--- src/rtl/spm_boot_loader_pkg.sv ---
// Shared types and constants for the scratchpad boot loader.
package spm_boot_pkg;

    typedef enum logic [2:0] {
        S_ADDR,
        S_LEN,
        S_DATA,
        S_DONE,
        S_ERROR
    } boot_state_t;

    localparam int unsigned HDR_BYTES = 4;
    localparam int unsigned LANES     = 4;

endpackage

--- src/rtl/spm_boot_loader_if.sv ---
// Byte-stream receive handshake plus scratchpad write port of the boot loader.
interface spm_boot_loader_if #(
    parameter int unsigned ADDR_W = 32
) ();
    logic [7:0]        io_rxData;
    logic              io_rxValid;
    logic              io_rxReady;
    logic [ADDR_W-1:0] io_wrAddress;
    logic [31:0]       io_wrData;
    logic              io_wrEnable_0;
    logic              io_wrEnable_1;
    logic              io_wrEnable_2;
    logic              io_wrEnable_3;

    // master: UART byte source and scratchpad write sink
    modport master (
        output io_rxData, io_rxValid,
        input  io_rxReady, io_wrAddress, io_wrData,
        input  io_wrEnable_0, io_wrEnable_1, io_wrEnable_2, io_wrEnable_3
    );

    modport slave (
        input  io_rxData, io_rxValid,
        output io_rxReady, io_wrAddress, io_wrData,
        output io_wrEnable_0, io_wrEnable_1, io_wrEnable_2, io_wrEnable_3
    );
endinterface

--- src/rtl/spm_boot_loader_assembler.sv ---
// Little-endian word assembler: byte n of a group lands in lane n.
module le_word_assembler
    import spm_boot_pkg::*;
(
    input  logic        clock,
    input  logic        reset,
    input  logic        clear,
    input  logic        byte_valid,
    input  logic [7:0]  byte_data,
    output logic [31:0] word,
    output logic        word_complete
);
    logic [1:0]  cnt;
    logic [31:0] held;

    // word already includes the byte being accepted, so it is usable with word_complete
    always_comb begin
        word = held;
        word[{cnt, 3'b000} +: 8] = byte_data;
    end

    assign word_complete = byte_valid && (cnt == 2'(LANES - 1));

    always_ff @(posedge clock or negedge reset) begin
        if (!reset) begin
            cnt  <= '0;
            held <= '0;
        end else if (clear) begin
            cnt  <= '0;
        end else if (byte_valid) begin
            held <= word;
            cnt  <= cnt + 2'd1;
        end
    end
endmodule

--- src/rtl/spm_boot_loader.sv ---
// Boot loader: header (base, count) then data words into scratchpad; holds CPU in reset until loaded.
module spm_boot_loader
    import spm_boot_pkg::*;
#(
    parameter int unsigned MEM_WORDS = 4096,
    parameter int unsigned ADDR_W    = 32
) (
    input  logic                clock,
    input  logic                reset,
    spm_boot_loader_if.slave    bus,
    input  logic                io_restart,
    output logic                io_cpuReset,
    output logic                io_done,
    output logic                io_error
);
    localparam int unsigned EW = ADDR_W + 2;
    localparam logic [EW-1:0] MEM_BYTES = EW'(MEM_WORDS) << 2;

    boot_state_t       state;
    logic [ADDR_W-1:0] cur_addr;
    logic [ADDR_W-1:0] remaining;
    logic [ADDR_W-1:0] wr_address;
    logic [31:0]       wr_data;
    logic              wr_en;
    logic              rx_ready;
    logic              cpu_reset;
    logic              done;
    logic              error;

    logic              accept;
    logic [31:0]       word;
    logic              word_complete;
    logic [EW-1:0]     base_ext;
    logic [EW-1:0]     span;
    logic              out_of_range;

    assign accept = bus.io_rxValid && rx_ready && !io_restart;

    le_word_assembler u_asm (
        .clock         (clock),
        .reset         (reset),
        .clear         (io_restart),
        .byte_valid    (accept),
        .byte_data     (bus.io_rxData),
        .word          (word),
        .word_complete (word_complete)
    );

    assign base_ext     = EW'(cur_addr);
    assign span         = EW'(ADDR_W'(word)) << 2;
    assign out_of_range = (base_ext >= MEM_BYTES) || ((base_ext + span) > MEM_BYTES);

    always_ff @(posedge clock or negedge reset) begin
        if (!reset) begin
            state      <= S_ADDR;
            cur_addr   <= '0;
            remaining  <= '0;
            wr_address <= '0;
            wr_data    <= '0;
            wr_en      <= 1'b0;
            rx_ready   <= 1'b0;
            cpu_reset  <= 1'b1;
            done       <= 1'b0;
            error      <= 1'b0;
        end else begin
            wr_en <= 1'b0;
            if (io_restart) begin
                state     <= S_ADDR;
                rx_ready  <= 1'b1;
                cpu_reset <= 1'b1;
                done      <= 1'b0;
                error     <= 1'b0;
            end else begin
                case (state)
                    S_ADDR: begin
                        rx_ready <= 1'b1;
                        if (word_complete) begin
                            cur_addr <= ADDR_W'(word) & ~ADDR_W'(3);
                            state    <= S_LEN;
                        end
                    end
                    S_LEN: begin
                        if (word_complete) begin
                            remaining <= ADDR_W'(word);
                            if (word == '0) begin
                                state     <= S_DONE;
                                rx_ready  <= 1'b0;
                                done      <= 1'b1;
                                cpu_reset <= 1'b0;
                            end else if (out_of_range) begin
                                state    <= S_ERROR;
                                rx_ready <= 1'b0;
                                error    <= 1'b1;
                            end else begin
                                state <= S_DATA;
                            end
                        end
                    end
                    S_DATA: begin
                        if (word_complete) begin
                            wr_en      <= 1'b1;
                            wr_data    <= word;
                            wr_address <= cur_addr;
                            cur_addr   <= cur_addr + ADDR_W'(4);
                            remaining  <= remaining - ADDR_W'(1);
                            if (remaining == ADDR_W'(1)) rx_ready <= 1'b0;
                        end else if (wr_en && remaining == '0) begin
                            // the last word's write cycle is in progress; release the core after it
                            state     <= S_DONE;
                            done      <= 1'b1;
                            cpu_reset <= 1'b0;
                        end
                    end
                    default: rx_ready <= 1'b0;
                endcase
            end
        end
    end

    assign bus.io_rxReady    = rx_ready;
    assign bus.io_wrAddress  = wr_address;
    assign bus.io_wrData     = wr_data;
    assign bus.io_wrEnable_0 = wr_en;
    assign bus.io_wrEnable_1 = wr_en;
    assign bus.io_wrEnable_2 = wr_en;
    assign bus.io_wrEnable_3 = wr_en;
    assign io_cpuReset       = cpu_reset;
    assign io_done           = done;
    assign io_error          = error;
endmodule
--- src/flat_wrapper.sv ---
// flat-port wrapper written by rule: the top's interface ports become plain ports
module spm_boot_loader_flat import spm_boot_pkg::*;
#(
    parameter int unsigned MEM_WORDS = 4096,
    parameter int unsigned ADDR_W    = 32
)
  (clock, reset, io_restart, io_cpuReset, io_done, io_error, bus_io_rxData, bus_io_rxValid, bus_io_rxReady, bus_io_wrAddress, bus_io_wrData, bus_io_wrEnable_0, bus_io_wrEnable_1, bus_io_wrEnable_2, bus_io_wrEnable_3);
  spm_boot_loader_if #(.ADDR_W(ADDR_W)) bus_i ();
  input  logic clock;
  input  logic reset;
  input  logic io_restart;
  output logic io_cpuReset;
  output logic io_done;
  output logic io_error;
  input wire logic [$bits(bus_i.io_rxData)-1:0] bus_io_rxData;
  input wire logic [$bits(bus_i.io_rxValid)-1:0] bus_io_rxValid;
  output wire logic [$bits(bus_i.io_rxReady)-1:0] bus_io_rxReady;
  output wire logic [$bits(bus_i.io_wrAddress)-1:0] bus_io_wrAddress;
  output wire logic [$bits(bus_i.io_wrData)-1:0] bus_io_wrData;
  output wire logic [$bits(bus_i.io_wrEnable_0)-1:0] bus_io_wrEnable_0;
  output wire logic [$bits(bus_i.io_wrEnable_1)-1:0] bus_io_wrEnable_1;
  output wire logic [$bits(bus_i.io_wrEnable_2)-1:0] bus_io_wrEnable_2;
  output wire logic [$bits(bus_i.io_wrEnable_3)-1:0] bus_io_wrEnable_3;
  assign bus_i.io_rxData = bus_io_rxData;
  assign bus_i.io_rxValid = bus_io_rxValid;
  assign bus_io_rxReady = bus_i.io_rxReady;
  assign bus_io_wrAddress = bus_i.io_wrAddress;
  assign bus_io_wrData = bus_i.io_wrData;
  assign bus_io_wrEnable_0 = bus_i.io_wrEnable_0;
  assign bus_io_wrEnable_1 = bus_i.io_wrEnable_1;
  assign bus_io_wrEnable_2 = bus_i.io_wrEnable_2;
  assign bus_io_wrEnable_3 = bus_i.io_wrEnable_3;
  spm_boot_loader #(.MEM_WORDS(MEM_WORDS), .ADDR_W(ADDR_W)) u_core (.clock(clock), .reset(reset), .bus(bus_i), .io_restart(io_restart), .io_cpuReset(io_cpuReset), .io_done(io_done), .io_error(io_error));
endmodule
--- config.mk ---
export PLATFORM = sky130hd
export DESIGN_NAME = spm_boot_loader_flat
export DESIGN_NICKNAME = d
export VERILOG_FILES = /design/src/rtl/spm_boot_loader_pkg.sv /design/src/rtl/spm_boot_loader_if.sv /design/src/rtl/spm_boot_loader_assembler.sv /design/src/rtl/spm_boot_loader.sv /design/src/flat_wrapper.sv
export SDC_FILE = /design/constraint.sdc
export NUM_CORES = 1
export LEC_CHECK = 0
export ABC_AREA = 0
export CAP_MARGIN = 20
export CORE_MARGIN = 10
export CORE_UTILIZATION = 43
export DETAILED_ROUTE_END_ITERATION = 10
export GPL_ROUTABILITY_DRIVEN = 0
export GPL_TIMING_DRIVEN = 0
export PLACE_DENSITY = 0.64
export REMOVE_ABC_BUFFERS = 1
export SLEW_MARGIN = 0
export SYNTH_ARGS = -nofsm -noshare
export SYNTH_HDL_FRONTEND = slang
export SYNTH_SLANG_ARGS = --single-unit
export TNS_END_PERCENT = 10
--- constraint.sdc ---
create_clock -name clock -period 5.7 [get_ports clock]
set_input_delay 1.14 -clock clock [delete_from_list [all_inputs] [get_ports clock]]
set_output_delay 1.14 -clock clock [all_outputs]
set_load 0.03 [all_outputs]
---- Word-level counts from Yosys, hierarchy flattened ----
Index checks and enable logic that the tools add are counted.
word-level totals
  flip-flop bits (word level) ............. 170
  input bits .............................. 12
  output and inout bits ................... 72
  word-level logic and storage cells ...... 107
operators by class
  $add $sub $neg .......................... 5
  magnitude comparators ................... 2
  equality and inequality tests ........... 16
  shift-type cells ........................ 2
  mux-type cells .......................... 44
  bitwise logic cells ..................... 1
  reduce and logical (&&, ||, !) cells .... 25
operators by type and width
  cell                                                                                   count
  32-bit two-way mux                                                                     4
  32-bit case mux with 2 select lines                                                    2
  32-bit logical NOT                                                                     2
  32-bit by 34-bit adder with 34-bit output                                              1
  34-bit by 15-bit > comparator with 1-bit output, second input constant                 1
  32-bit by 3-bit adder with 32-bit output, second input constant                        1
  32-bit bitwise mux                                                                     1
  32-bit by 1-bit == test with 1-bit output, second input constant                       1
  32-bit by 15-bit greater-or-equal comparator with 1-bit output, second input constant  1
  8-bit by 7-bit variable shift with 32-bit output, first input constant                 1
  8-bit by 7-bit indexed part select with 32-bit output                                  1
  32-bit by 1-bit subtractor with 32-bit output, second input constant                   1
  1-bit two-way mux                                                                      24
  3-bit two-way mux                                                                      7
  4-bit AND reduction                                                                    4
  3-bit != test, second input constant                                                   4
  2-bit nonzero test                                                                     6
  5-bit AND reduction                                                                    2
  3-bit by 2-bit != test with 1-bit output, second input constant                        3
  3-bit case mux with 3 select lines                                                     1
  2-bit != test, second input constant                                                   4
  5-bit negator with 7-bit output                                                        1
  1-bit logical AND                                                                      4
  2-bit two-way mux                                                                      2
  15 further kinds                                                                       16

---- Depth between registers and ports, before layout ----
Gate-level depths: netlist (run 1).
  word-level depth ........................ 11
  depth in mapped cells ................... 18
  mapped depth without buffers ............ 16

---- Modules after synthesis ----
Synthesis (run 1) repeated with hierarchy kept, for this count alone.
second synthesis, totals
  cell total of the unflattened synthesis .. 1183
  area total of the unflattened synthesis .. 10662.7 sq um
modules (own cells, without submodules)
  module             times used  cells an instance  area an instance (sq um)
  spm_boot_loader    1           1009               8650.8
  le_word_assembler  1           174                2011.9

---- Worst setup path after synthesis (run 1) ----
OpenSTA, ideal clock, no wires.
  kind .................................... input -> register
  start ................................... input port bus_io_rxData[0]
  end ..................................... register u_core.state[1]
  arrival time ............................ 4.047 ns
  data required time ...................... 5.601 ns
  setup slack ............................. 1.554 ns
  cell stages on the path ................. 13
  buffers on the path ..................... 0
  path through ............................ a41oi_1 inv_1 ha_1 fa_1 a21o_1 a22o_1 o31ai_4 xor2_1 nand4_1 o31a_1 a311oi_2 nand3_1 a311oi_1
on the way
  longest elaborated chain between the ends .. 10
  elaborated cells between the ends (all ways) .. 11
  classes of those cells .................. add/sub (1); order compare (1); shift (1); mux (6); reduce/logical (2)
ends and longest elaborated chain
  item                                                     line                             text
  start: declaration                                       flat_wrapper.sv:15               input wire logic [$bits(bus_i.io_rxData)-1:0] bus_io_rxData;
  8-bit by 7-bit indexed part select with 32-bit output *  spm_boot_loader_assembler.sv:19  word[{cnt, 3'b000} +: 8] = byte_data;
  32-bit bitwise mux *                                     spm_boot_loader_assembler.sv:19
  net u_core.u_asm.word[0]                                 spm_boot_loader_assembler.sv:10  output logic [31:0] word,
  32-bit by 34-bit adder with 34-bit output                spm_boot_loader.sv:51            assign out_of_range = (base_ext >= MEM_BYTES) || ((base_ext + span) > MEM_BYTES);
  34-bit by 15-bit > comparator with 1-bit output          spm_boot_loader.sv:51
  1-bit logical OR                                         spm_boot_loader.sv:51
  3-bit two-way mux                                        spm_boot_loader.sv:90            end else if (out_of_range) begin
  3-bit two-way mux *                                      spm_boot_loader.sv:85            if (word == '0) begin
  3-bit two-way mux *                                      spm_boot_loader.sv:83            if (word_complete) begin
  3-bit case mux with 3 select lines *                     spm_boot_loader.sv:74            case (state)
  3-bit two-way mux *                                      spm_boot_loader.sv:67            if (io_restart) begin
  end signal: assignment                                   spm_boot_loader.sv:68            state <= S_ADDR;
  end signal: assignment                                   spm_boot_loader.sv:79            state <= S_LEN;
  end signal: assignment                                   spm_boot_loader.sv:86            state <= S_DONE;
  end: declaration                                         spm_boot_loader.sv:19            boot_state_t state;
Mark *: on every way through the listed nets, which the timed path passes. The rest lies on a longest branch. The select of a mux whose other input is x is not followed.
A chain may end at the register's enable or synchronous reset.

---- Worst setup path in the final report (run 1) ----
  start ................................... register u_core.u_asm.cnt[0]
  end ..................................... register u_core.state[1]
on the way
  longest elaborated chain between the ends .. 11
  elaborated cells between the ends (all ways) .. 19
  classes of those cells .................. add/sub (2); order compare (1); eq/ne (4); shift (2); mux (6); reduce/logical (4)
ends and longest elaborated chain
  item                                                                                                                              line                             text
  start: declaration                                                                                                                spm_boot_loader_assembler.sv:13  logic [1:0] cnt;
  start signal: assignment                                                                                                          spm_boot_loader_assembler.sv:32  cnt <= cnt + 2'd1;
  5-bit negator with 7-bit output *                                                                                                 spm_boot_loader_assembler.sv:19
  8-bit by 7-bit indexed part select with 32-bit output / 8-bit by 7-bit variable shift with 32-bit output (equally long branches)  spm_boot_loader_assembler.sv:19
  32-bit bitwise mux *                                                                                                              spm_boot_loader_assembler.sv:19
  net u_core.u_asm.word[8]                                                                                                          spm_boot_loader_assembler.sv:10
  32-bit by 34-bit adder with 34-bit output                                                                                         spm_boot_loader.sv:51
  34-bit by 15-bit > comparator with 1-bit output                                                                                   spm_boot_loader.sv:51
  1-bit logical OR                                                                                                                  spm_boot_loader.sv:51
  3-bit two-way mux                                                                                                                 spm_boot_loader.sv:90
  3-bit two-way mux *                                                                                                               spm_boot_loader.sv:85
  3-bit two-way mux *                                                                                                               spm_boot_loader.sv:83
  3-bit case mux with 3 select lines *                                                                                              spm_boot_loader.sv:74
  3-bit two-way mux *                                                                                                               spm_boot_loader.sv:67
Marked as above.

==> results.md, run 1 <==
- Synth Area in XOR/XNOR: less than 1%
- Dpl hpwl: roughly 24,000 µm
- IO Pins: 84
- Rel. slew slack: ~29%
- Ratio of cells with drive above 1 in the final layout: under 10%
- PortBufs: 81
- Clock Tree Root: clkbuf_16
- Actual slew at the worst max-slew pin: roughly 1.1 ns
- #FFs+latches synth: 166
- Post-synthesis mux area share: 0.989%
- Commonest non-fill, non-tap cell in the layout: nand2_1
- Sequential cell area fraction in the yosys report: roughly 40%
- CTS tree: built
- RSZ-0062 raised after global routing: false
- Crit path DAT: about 5.7 ns
- Die ar.: roughly 0.031 mm²
- Routed WL: 32,500 µm
- Cells after Synth: 1,292
- Endpoints failing hold: 0
- Final setup violating endpoints: 0
- Router iterations before antenna repair: 5
- First-pass GRT wire length: between 50,000 and 60,000 µm
- Post-CTS setup repair buffer count: 0
- Final nets: roughly 1,400
- Commonest cells after routing, fill and taps aside: nand2_1, dfrtp_1, o21ai_0, a21oi_1, nor2_1
- Post-Synth Adder-Cell Area: 4.84%
- CORE AREA: around 0.024 mm²
- Die Span Y: ~180 µm
- Distinct cells, synth: 85
- Filler cell count: ~2,300
- Cts hold-fix bufs: 0
- Max Clk Rate: approximately 0.19 GHz
- Final period demand of the worst path: ~5.4 ns
- Outcome: completed
- Synth warnings: 0
- Final setup margin: 0.302 ns
- Synthesized area: approximately 0.010 mm²
- EDFF count, synth: 0
- Grt ovf: 0
- Static leakage power: 5.56 nW
- Main synth FF type: dfrtp_1
- HP Class: reg2reg
- Main combinational cell family by area after synthesis: compound AO/OA/AOI/OAI gates
- Vias/cell: roughly 6.1
- Initial Utilization: between 40% and 50%
- Final Cycle Share: 94.7%
- Worst setup path category: reg2reg
- Layout area overhead: 16.9%
- CP Capture Type: flip-flop
- Ant diodes: 0
- PwrDens: 267 mW/mm²
- Layout Cell Area excl Fill: around 0.012 mm²
- GRT Util Overall: between 20% and 30%
- Residual DRC: 0
- Final Util: around 51%
- Startpoint types: flip-flop
- Synth Area in Simple Gates: a little over a fifth
- Drt wl/cell: 19.5 µm
- TritonCTS Sinks: about 170
- Pre-CTS WS: around 0.012 ns
- Crit Path Max Fanout: 19
- Compound-cell area share of the yosys netlist: between 20% and 30%
- Max Slew Vio Count: 0
- Worst-case clock skew: roughly 0.013 ns
- Clock slew at reported path FFs: around 0.070 ns
- Chip width: 176 µm
- Largest net degree at the start of global routing: 98
- Vias in the first global route: ~9,500
- Worst-skew pair later-pin latency: 0.44 ns
- FP Rows: 57
- CTS Buffer Depth: 2
- Power Total: 3.27 mW
- Initial antenna violation count: 0
- Avg Cell Area, Syn: 8.13 µm²
- Maxcap violations: 0
- H-tree depth: 4
- Worst vdd ir: approximately 150 µV
- Ys async rst share: 100%
- Worst-case hold slack: ~0.47 ns
- CTS Buf Count: 17
- DRT antenna net count: 0
- Via count: just over 10,000
- WP data required: 6.01 ns
- Placed inst area: 0.0116 mm²
- Starting DRT DRC Count: between 1,000 and 1,500
cell families after synthesis:
group           Yosys count
xor+xnor                 11
buf+inv                 127
other cells               1
fa+ha+maj                40
mux                      10
simple gates            487
flops                   166
compound gates          450
critical path, stage by stage, from the launching register on:
cell and delay, ns:
dfrtp_1 0.46, inv_1 0.18, ha_2 0.41, nor3b_1 0.17, buf_4 0.20, and2_1 0.18, a22oi_1 0.53, inv_1 0.28
ha_1 0.48, a21oi_1 0.23, o21ai_0 0.16, a211oi_2 0.35, a211oi_1 0.16, or3_1 0.34, a221oi_1 0.33, and4b_1 0.32
nand3_1 0.12, a311oi_1 0.38
synth_stat cells, types with 7 or more instances:
cell type	number	area [µm²]
a211oi_1	9	67.6
a21o_1	15	113
a21oi_1	118	591
a22o_1	18	158
a22oi_1	10	75.1
a31oi_1	13	81.3
a32oi_1	18	158
and3_1	14	87.6
buf_4	7	52.6
clkbuf_1	57	214
dfrtp_1	165	4130
ha_1	39	488
inv_1	52	195
mux2i_1	7	70.1
nand2_1	237	890
nand2b_1	8	50.1
nand3_1	25	125
nand4_1	17	106
nor2_1	82	308
nor2b_1	7	43.8
nor3_1	33	165
nor4_1	13	81.3
o211ai_1	8	60.1
o21a_1	9	67.6
o21ai_0	132	661
o21bai_1	8	60.1
o22a_1	13	114
o22ai_1	18	113
or3_1	13	81.3
worst paths after layout:
path / end / slack, ns / cells past startpoint / startpoint
min: u_core.io_cpuReset / 0.47 / 2 / u_core.io_cpuReset
max reg2reg: u_core.state[1] / 0.30 / 17 / u_core.u_asm.cnt[0]
max: u_core.state[1] / 0.30 / 17 / u_core.u_asm.cnt[0]
max in group asynchronous: u_core.u_asm.held[27] / 4.15 / 2 / reset
min in group asynchronous: u_core.bus.io_wrAddress[11] / 0.66 / 1 / reset
min reg2reg: u_core.io_cpuReset / 0.47 / 2 / u_core.io_cpuReset
stage by stage:
step,instances,setup TNS [ns]
floorplan,1219,-45.22
global placement,1624,-927.03
detailed placement,1633,0
CTS,1665,0
global route,1668,0
finish,1668,0
registers in the layout, indices dropped and copies added (netlist names):
| register | cells |
|---|---|
| u_core.remaining | 32 |
| u_core.state | 3 |
| u_core.bus.io_wrData | 32 |
| u_core.io_error | 1 |
| u_core.u_asm.held | 32 |
| u_core.bus.io_wrAddress | 30 |
| u_core.bus.io_rxReady | 1 |
| u_core.bus.io_wrEnable_0 | 1 |
| u_core.io_done | 1 |
| u_core.cur_addr | 30 |
| u_core.u_asm.cnt | 2 |
| u_core.io_cpuReset | 1 |
area by class of cell:
type	count	area, µm²	area share (%)
Tap cell	324	405	3.30
Sequential cell	166	4160	33.9
Inverter	53	199	1.62
Clock inverter	9	115	0.938
Timing Repair Buffer	93	1030	8.42
Clock buffer	23	478	3.89
Multi-Input combinational cell	1000	5890	48.0
power by group:
group | internal [mW] | leakage (nW) | total (mW) | switching, mW
clock network | 0.685 | 0.284 | 1.19 | 0.501
logic | 0.266 | 3.02 | 0.702 | 0.435
registers | 1.25 | 2.25 | 1.38 | 0.133
total | 2.20 | 5.56 | 3.27 | 1.07
repair_timing:
action                     4_1_cts  5_1_grt
setup endpoints to repair        0        4
resized for setup                0        5
hold endpoints to repair         0        0
layer usage:
| metal | part of all wire (%) | track usage, % | routed length [µm] | vias to the layer above |
|---|---|---|---|---|
| met3 | 7.1 | 3.67 | 2320 | 40 |
| met2 | 46 | 32.5 | 14900 | 325 |
| met1 | 45 | 28.5 | 14700 | 4966 |
| li1 | - | - | - | 4777 |
| met5 | 0 | 0 | 0 | - |
| met4 | 1.8 | 6.32 | 588 | 0 |
Power figures use the tool's default switching activity.
==> run 2, diff against run 1 <==
--- a/constraint.sdc
+++ b/constraint.sdc
@@ -3,2 +3,2 @@
 set_output_delay 1.14 -clock clock [all_outputs]
-set_load 0.03 [all_outputs]
+set_load 0.02 [all_outputs]
==> results of run 2 <==
The final DEF is identical to that of run 1. Status: completed.
